<file path="config.mk">
export PLATFORM = sky130hd
export DESIGN_NAME = multicycle_control
export DESIGN_NICKNAME = d
export VERILOG_FILES = /design/src/rtl/mips_pkg.sv /design/src/rtl/multicycle_output_decode.sv /design/src/rtl/multicycle_control.sv
export SDC_FILE = /design/constraint.sdc
export NUM_CORES = 1
export LEC_CHECK = 0
export ABC_AREA = 1
export CORE_MARGIN = 5
export CORE_UTILIZATION = 42
export CTS_CLUSTER_SIZE = 10
export DETAILED_ROUTE_END_ITERATION = 12
export GPL_TIMING_DRIVEN = 0
export PLACE_DENSITY = 0.86
export SLEW_MARGIN = 20
export SYNTH_ARGS = -nofsm -noshare
export SYNTH_HDL_FRONTEND = slang
export SYNTH_HIERARCHICAL = 1
export SYNTH_SLANG_ARGS = --single-unit
</file>
<file path="constraint.sdc">
create_clock -name clk -period 1.6 [get_ports clk]
set_input_delay 0.32 -clock clk [delete_from_list [all_inputs] [get_ports clk]]
set_output_delay 0.32 -clock clk [all_outputs]
set_load 0.05 [all_outputs]
</file>
<file path="src/rtl/mips_pkg.sv">
// Shared MIPS constants: opcodes, controller state codes, ALU control encodings.
package mips_pkg;

  localparam logic [5:0] OP_RTYPE = 6'h00;
  localparam logic [5:0] OP_J     = 6'h02;
  localparam logic [5:0] OP_BEQ   = 6'h04;
  localparam logic [5:0] OP_BNE   = 6'h05;
  localparam logic [5:0] OP_ADDI  = 6'h08;
  localparam logic [5:0] OP_ANDI  = 6'h0C;
  localparam logic [5:0] OP_ORI   = 6'h0D;
  localparam logic [5:0] OP_LW    = 6'h23;
  localparam logic [5:0] OP_SW    = 6'h2B;

  typedef enum logic [3:0] {
    ST_FETCH     = 4'd0,
    ST_DECODE    = 4'd1,
    ST_MEM_ADDR  = 4'd2,
    ST_MEM_READ  = 4'd3,
    ST_MEM_WB    = 4'd4,
    ST_MEM_WRITE = 4'd5,
    ST_EXEC_R    = 4'd6,
    ST_WB_R      = 4'd7,
    ST_EXEC_I    = 4'd8,
    ST_WB_I      = 4'd9,
    ST_BRANCH    = 4'd10,
    ST_JUMP      = 4'd11
  } state_e;

  typedef enum logic [2:0] {
    ALU_ADD   = 3'b000,
    ALU_SUB   = 3'b001,
    ALU_FUNCT = 3'b010,
    ALU_OR    = 3'b011,
    ALU_AND   = 3'b100
  } alu_op_e;

  typedef enum logic [1:0] {
    SRCB_B      = 2'b00,
    SRCB_FOUR   = 2'b01,
    SRCB_IMM    = 2'b10,
    SRCB_IMM_SL = 2'b11
  } alu_src_b_e;

  localparam logic [1:0] PCSRC_ALU     = 2'b00;
  localparam logic [1:0] PCSRC_ALU_OUT = 2'b01;
  localparam logic [1:0] PCSRC_JUMP    = 2'b10;

endpackage

</file>
<file path="src/rtl/multicycle_output_decode.sv">
// Combinational map from controller state (plus opcode/zero/ready) to datapath controls.
module multicycle_output_decode
  import mips_pkg::*;
(
  input  state_e      state_i,
  input  logic [5:0]  opcode_i,
  input  logic        zero_i,
  input  logic        mem_ready_i,
  output logic        pc_write_o,
  output logic        ir_write_o,
  output logic        i_or_d_o,
  output logic        mem_read_o,
  output logic        mem_write_o,
  output logic        mem_to_reg_o,
  output logic        reg_dst_o,
  output logic        reg_write_o,
  output logic        alu_src_a_o,
  output logic [1:0]  alu_src_b_o,
  output logic [2:0]  alu_op_o,
  output logic [1:0]  pc_source_o,
  output logic        illegal_o
);

  // Per-state control values; everything defaults to 0.
  always_comb begin
    pc_write_o   = 1'b0;
    ir_write_o   = 1'b0;
    i_or_d_o     = 1'b0;
    mem_read_o   = 1'b0;
    mem_write_o  = 1'b0;
    mem_to_reg_o = 1'b0;
    reg_dst_o    = 1'b0;
    reg_write_o  = 1'b0;
    alu_src_a_o  = 1'b0;
    alu_src_b_o  = '0;
    alu_op_o     = '0;
    pc_source_o  = '0;
    illegal_o    = 1'b0;
    unique case (state_i)
      ST_FETCH: begin
        mem_read_o  = 1'b1;
        alu_src_b_o = SRCB_FOUR;
        alu_op_o    = ALU_ADD;
        pc_source_o = PCSRC_ALU;
        ir_write_o  = mem_ready_i;
        pc_write_o  = mem_ready_i;
      end
      ST_DECODE: begin
        alu_src_b_o = SRCB_IMM_SL;
        alu_op_o    = ALU_ADD;
        unique case (opcode_i)
          OP_RTYPE, OP_J, OP_BEQ, OP_BNE, OP_ADDI,
          OP_ANDI, OP_ORI, OP_LW, OP_SW: illegal_o = 1'b0;
          default:                       illegal_o = 1'b1;
        endcase
      end
      ST_MEM_ADDR: begin
        alu_src_a_o = 1'b1;
        alu_src_b_o = SRCB_IMM;
        alu_op_o    = ALU_ADD;
      end
      ST_MEM_READ: begin
        i_or_d_o   = 1'b1;
        mem_read_o = 1'b1;
      end
      ST_MEM_WRITE: begin
        i_or_d_o    = 1'b1;
        mem_write_o = 1'b1;
      end
      ST_MEM_WB: begin
        reg_write_o  = 1'b1;
        mem_to_reg_o = 1'b1;
      end
      ST_EXEC_R: begin
        alu_src_a_o = 1'b1;
        alu_src_b_o = SRCB_B;
        alu_op_o    = ALU_FUNCT;
      end
      ST_WB_R: begin
        reg_write_o = 1'b1;
        reg_dst_o   = 1'b1;
      end
      ST_EXEC_I: begin
        alu_src_a_o = 1'b1;
        alu_src_b_o = SRCB_IMM;
        if (opcode_i == OP_ANDI)     alu_op_o = ALU_AND;
        else if (opcode_i == OP_ORI) alu_op_o = ALU_OR;
        else                         alu_op_o = ALU_ADD;
      end
      ST_WB_I: begin
        reg_write_o = 1'b1;
      end
      ST_BRANCH: begin
        alu_src_a_o = 1'b1;
        alu_src_b_o = SRCB_B;
        alu_op_o    = ALU_SUB;
        pc_source_o = PCSRC_ALU_OUT;
        pc_write_o  = (opcode_i == OP_BNE) ? ~zero_i : zero_i;
      end
      ST_JUMP: begin
        pc_source_o = PCSRC_JUMP;
        pc_write_o  = 1'b1;
      end
      default: ;
    endcase
  end

endmodule

</file>
<file path="src/rtl/multicycle_control.sv">
// Multi-cycle MIPS sequencing controller: state register, next-state logic, output decode.
module multicycle_control
  import mips_pkg::*;
(
  input  logic        clk,
  input  logic        reset,
  input  logic [5:0]  opcode_i,
  input  logic        zero_i,
  input  logic        mem_ready_i,
  output logic        pc_write_o,
  output logic        ir_write_o,
  output logic        i_or_d_o,
  output logic        mem_read_o,
  output logic        mem_write_o,
  output logic        mem_to_reg_o,
  output logic        reg_dst_o,
  output logic        reg_write_o,
  output logic        alu_src_a_o,
  output logic [1:0]  alu_src_b_o,
  output logic [2:0]  alu_op_o,
  output logic [1:0]  pc_source_o,
  output logic [3:0]  state_o,
  output logic        illegal_o
);

  state_e state_q, state_d;
  logic   pc_write_raw, ir_write_raw, mem_write_raw, reg_write_raw, illegal_raw;

  // State register with asynchronous abort to FETCH.
  always_ff @(posedge clk or posedge reset) begin
    if (reset) state_q <= ST_FETCH;
    else       state_q <= state_d;
  end

  // Next-state sequencing; memory states hold until mem_ready_i.
  always_comb begin
    state_d = state_q;
    unique case (state_q)
      ST_FETCH:     if (mem_ready_i) state_d = ST_DECODE;
      ST_DECODE: begin
        unique case (opcode_i)
          OP_LW, OP_SW:             state_d = ST_MEM_ADDR;
          OP_RTYPE:                 state_d = ST_EXEC_R;
          OP_ADDI, OP_ANDI, OP_ORI: state_d = ST_EXEC_I;
          OP_BEQ, OP_BNE:           state_d = ST_BRANCH;
          OP_J:                     state_d = ST_JUMP;
          default:                  state_d = ST_FETCH;
        endcase
      end
      ST_MEM_ADDR:  state_d = (opcode_i == OP_SW) ? ST_MEM_WRITE : ST_MEM_READ;
      ST_MEM_READ:  if (mem_ready_i) state_d = ST_MEM_WB;
      ST_MEM_WRITE: if (mem_ready_i) state_d = ST_FETCH;
      ST_MEM_WB:    state_d = ST_FETCH;
      ST_EXEC_R:    state_d = ST_WB_R;
      ST_WB_R:      state_d = ST_FETCH;
      ST_EXEC_I:    state_d = ST_WB_I;
      ST_WB_I:      state_d = ST_FETCH;
      ST_BRANCH:    state_d = ST_FETCH;
      ST_JUMP:      state_d = ST_FETCH;
      default:      state_d = ST_FETCH;
    endcase
  end

  multicycle_output_decode u_decode (
    .state_i      (state_q),
    .opcode_i     (opcode_i),
    .zero_i       (zero_i),
    .mem_ready_i  (mem_ready_i),
    .pc_write_o   (pc_write_raw),
    .ir_write_o   (ir_write_raw),
    .i_or_d_o     (i_or_d_o),
    .mem_read_o   (mem_read_o),
    .mem_write_o  (mem_write_raw),
    .mem_to_reg_o (mem_to_reg_o),
    .reg_dst_o    (reg_dst_o),
    .reg_write_o  (reg_write_raw),
    .alu_src_a_o  (alu_src_a_o),
    .alu_src_b_o  (alu_src_b_o),
    .alu_op_o     (alu_op_o),
    .pc_source_o  (pc_source_o),
    .illegal_o    (illegal_raw)
  );

  // FETCH with mem_ready_i=1 would otherwise raise pc/ir write during reset,
  // so all write-type outputs are masked directly by the reset input.
  assign pc_write_o  = pc_write_raw  & ~reset;
  assign ir_write_o  = ir_write_raw  & ~reset;
  assign mem_write_o = mem_write_raw & ~reset;
  assign reg_write_o = reg_write_raw & ~reset;
  assign illegal_o   = illegal_raw   & ~reset;
  assign state_o     = state_q;

endmodule

</file>
==> impl_summary.txt <==
----------------------------------------------------
[Pwr]
  Proportion of power drawn by combinational gates ... 85.9%
  Post-layout total power ... 0.00264 W
  Int Pwr ... 0.00101 W
  Switching power ... 0.00163 W
  Clk pwr share ... 4.8%
  Power per standard cell area ... 1930 nW/um2
  Static power due to leakage ... 0.745 nW
  Switching portion of total power ... 61.7%
  Worst vdd rail ir drop ... 1.16 mV
  Proportion of power drawn by flip-flops and latches ... 9.3%

[Critical path]
  Capture instance of the worst register-to-register path ... state_o[2]$_DFFE_PP0P_
  Register-to-register setup slack ... 0.21 ns
  Most Frequent Cell on Critical Path ... nand2_1
  Worst path slowest cell ... dfrtp_4
  RR Startpoint ... state_o[1]$_DFFE_PP0P_
  Largest stage delay on the critical path ... 0.53 ns
  Launch point of the critical path ... state_o[1]$_DFFE_PP0P_
  Crit Path Max Fanout ... 8
  Worst reg-to-reg path cell count ... 8
  Timing endpoint of the critical path ... pc_write_o
  Required time reported for the critical path endpoint ... 1.28 ns
  Crit path launch type ... flop
  Critical-path cell list ... inv_4 -> nand2_4 -> nor2_2 -> nand2_1 -> nand2_1 -> inv_1 -> nand2_1 -> inv_2 -> nor2_4 -> buf_8
  Arrival time worst endpoint ... 1.63 ns
  Category of the critical setup timing path ... reg2out
  Element type at the critical path end ... primary output

[Die]
  I/O pin total ... 31
  Area of the die ... 2770 um2
  Initial core utilization ... 44.1%
  Area of the core ... 1730 um2
  Horiz. Die Dim ... 52.6 um
  Std-Cell Rows ... 15
  DIE HEIGHT ... 52.6 um

[Clock tree]
  Num Clock Sinks ... 4
  Cts hold-fix bufs ... 0
  TritonCTS buffer count ... 3
  CTS Buffer Depth ... 2
  Root Driver ... clkbuf_4
  Clock-pin slew on the worst setup and hold paths ... 0.04 ns
  CTS tree ... yes
  Deepest level of the CTS H-tree ... 1
  Worst-skew pair later-pin latency ... 0.24 ns

[Logic synthesis]
  Post-synthesis async set-or-reset flop share ... 100%
  Cell type with the highest aggregate area in the netlist ... nand2_1
  Post-synthesis area per instance ... 5.05 um2
  Synth area leaders ... nand2_1 (17%), inv_1 (16%), nor2_1 (13%)
  Number of distinct library cells after synthesis ... 19
  Post-synth top area share ... 17.2%
  Ranking of synthesized cells by instance count ... nand2_1 (35), inv_1 (32), nor2_1 (27), nand3_1 (13), inv_2 (7)
  Post-synth top flop ... dfrtp_1
  Post-synth EDFFs ... 0
  Most common cell in the netlist ... nand2_1
  Nets in the synthesized netlist ... 161
  Synthesized flop and latch total ... 4
  Synth warn ... 6
  Sequential share of the synthesized area ... 13.1%
  Synth Cell Area ... 762 um2
  Post-synthesis instance total ... 151

[Cells and area]
  Antenna Cells ... 0
  Number of flip-flops under the largest register name ... 4
  Non-Filler Instances ... 222
  Area growth, synth to finish ... 80.0%
  Share of layout cells above drive strength 1 ... 45.2%
  Layout fillers ... 120
  Nets ... 209
  Post-Layout Inst Area ... 1370 um2
  Sequential cell area ... 108 um2
  Multi-input combinational cell area ... 649 um2

[Detailed routing]
  Routed length per instance ... 13.6 um
  Drt drc ... 0
  Number of detailed-route iterations in the first pass ... 4
  Per-cell via count in the routed design ... 4.95
  Final antenna-violating net count ... 0
  Detailed Route Iter0 Violations ... 57
  Via count ... 1,098
  Aggregate routed wire length ... 3.02 mm

[Placement]
  Detailed placement HPWL ... 1.80 mm
  Standard cell area after detailed placement ... 1210 um2
  Total placed cells including tap cells ... 206
  Weighted congestion reported at the end of routability-driven placement ... 0.906
  IO Port Bufs ... 30

[Timing]
  Share of the clock period used by the worst path after layout ... 122%
  Endpoints failing hold ... 0
  Number of failing setup endpoints in the final timing report ... 15
  Max-slew headroom ... 61.4%
  Actual slew at the worst max-slew pin ... 0.580 ns
  RSZ-0062 raised after global routing ... true
  Final WS setup ... -0.350 ns
  Crit path time final ... 1.95 ns
  Final slew viol count ... 0
  Maximum operating frequency ... 0.513 GHz
  Post-Route Skew ... 0.00871 ns

[Global routing]
  Number of global-route vias before repair ... 952
  Remaining global-route overflow ... 0
  Global-route wire length before repair ... 4.00 mm
  Met3 routing resource usage after global routing ... 3.42%
  Number of antenna violations at the first check in global routing ... 0
  Largest net degree at the start of global routing ... 10
  Global router's overall resource usage ... 18.8%
  Most heavily used metal layer in global routing ... met2
  Met1 demand-to-capacity share in global routing ... 21.1%
  Routing usage on met2 ... 36.0%

[Run status]
  Failing checks ... setup timing
  Status ... complete, but fails checks

[Flow run]
  Max cap viols ... 0

[Hold path]
  Hold Crit Class ... in2async

----------------------------------------------------
-- area by class of cell --
class	instances	area share [%]
flip-flops and latches	4	7.85
inverters	39	11.4
well taps	25	2.28
repair buffers	43	29.5
clock buffers	3	1.64
multi-input cells	108	47.4
-- worst max-delay path: cells and delay by family (launching register included) --
family	cells	cell delay, ns
AND/OR/NAND/NOR	6	0.53
flip-flops	1	0.53
buffers and inverters	4	0.32
-- cells by family after synthesis --
| kind of cell | after synthesis | share of synthesized area [%] |
|---|---|---|
| DFF | 4 | 13.1 |
| AOI/OAI and AO/OA | 15 | 10.8 |
| buffers and inverters | 39 | 19.2 |
| and+or+nand+nor | 93 | 56.8 |
-- worst min-delay path by stage --
stage / start / end / slack, ns / cells past startpoint
after floorplan: reset / state_o[1]$_DFFE_PP0P_ / 0.09 / 1
after global placement: state_o[2]$_DFFE_PP0P_ / state_o[2]$_DFFE_PP0P_ / 0.67 / 2
after detailed placement: state_o[2]$_DFFE_PP0P_ / state_o[2]$_DFFE_PP0P_ / 0.68 / 2
after CTS: reset / state_o[2]$_DFFE_PP0P_ / 0.38 / 2
after global routing: reset / state_o[0]$_DFFE_PP0P_ / 0.40 / 2
final: reset / state_o[0]$_DFFE_PP0P_ / 0.38 / 2
-- layout by cell type (no fill, tap or decap), drive strengths merged --
master,instances
nand2,42
inv,39
nor2,33
buf,28
nand3,14
o21ai,9
dlygate4sd2,7
clkbuf,5
clkdlybuf4s15,4
dfrtp,4
nand4,3
a21oi,3
clkdlybuf4s50,2
a31oi,2
nor3,1
o22ai,1
-- power groups by stage --
stage                     sequential, W  combinational (W)  clock (W)
after CTS                      0.000237            0.00197   0.000129
final                          0.000245            0.00227   0.000126
after global routing           0.000255            0.00238   0.000143
after floorplan                0.000381            0.00125          0
after detailed placement       0.000262            0.00187          0
after global placement         0.000262            0.00184          0
-- through the flow --
stage	hold WS [ns]	setup TNS (ns)	utilization (%)	setup slack, ns
floorplan	0.0859	-1.01	-	-0.292
global placement	0.671	-10.37	70.1	-1.09
detailed placement	0.679	-10.65	70.1	-1.12
CTS	0.382	-1.66	73.4	-0.275
global route	0.397	-3.68	79.4	-0.445
finish	0.383	-2.64	79.4	-0.350
-- layer usage --
| metal | up-vias | share of wire [%] |
|---|---|---|
| met5 | - | 0 |
| li1 | 552 | - |
| met2 | 58 | 50 |
| met1 | 478 | 40 |
| met3 | 10 | 5.9 |
| met4 | 0 | 4.1 |
-- repair_timing --
item	in CTS	in global routing
gates resized for setup	130	20
pin swaps	8	2
setup endpoints to repair	21	17
buffers inserted	6	7
endpoints found under the hold margin	0	0
Note: power is estimated with default switching activity, not from simulation.
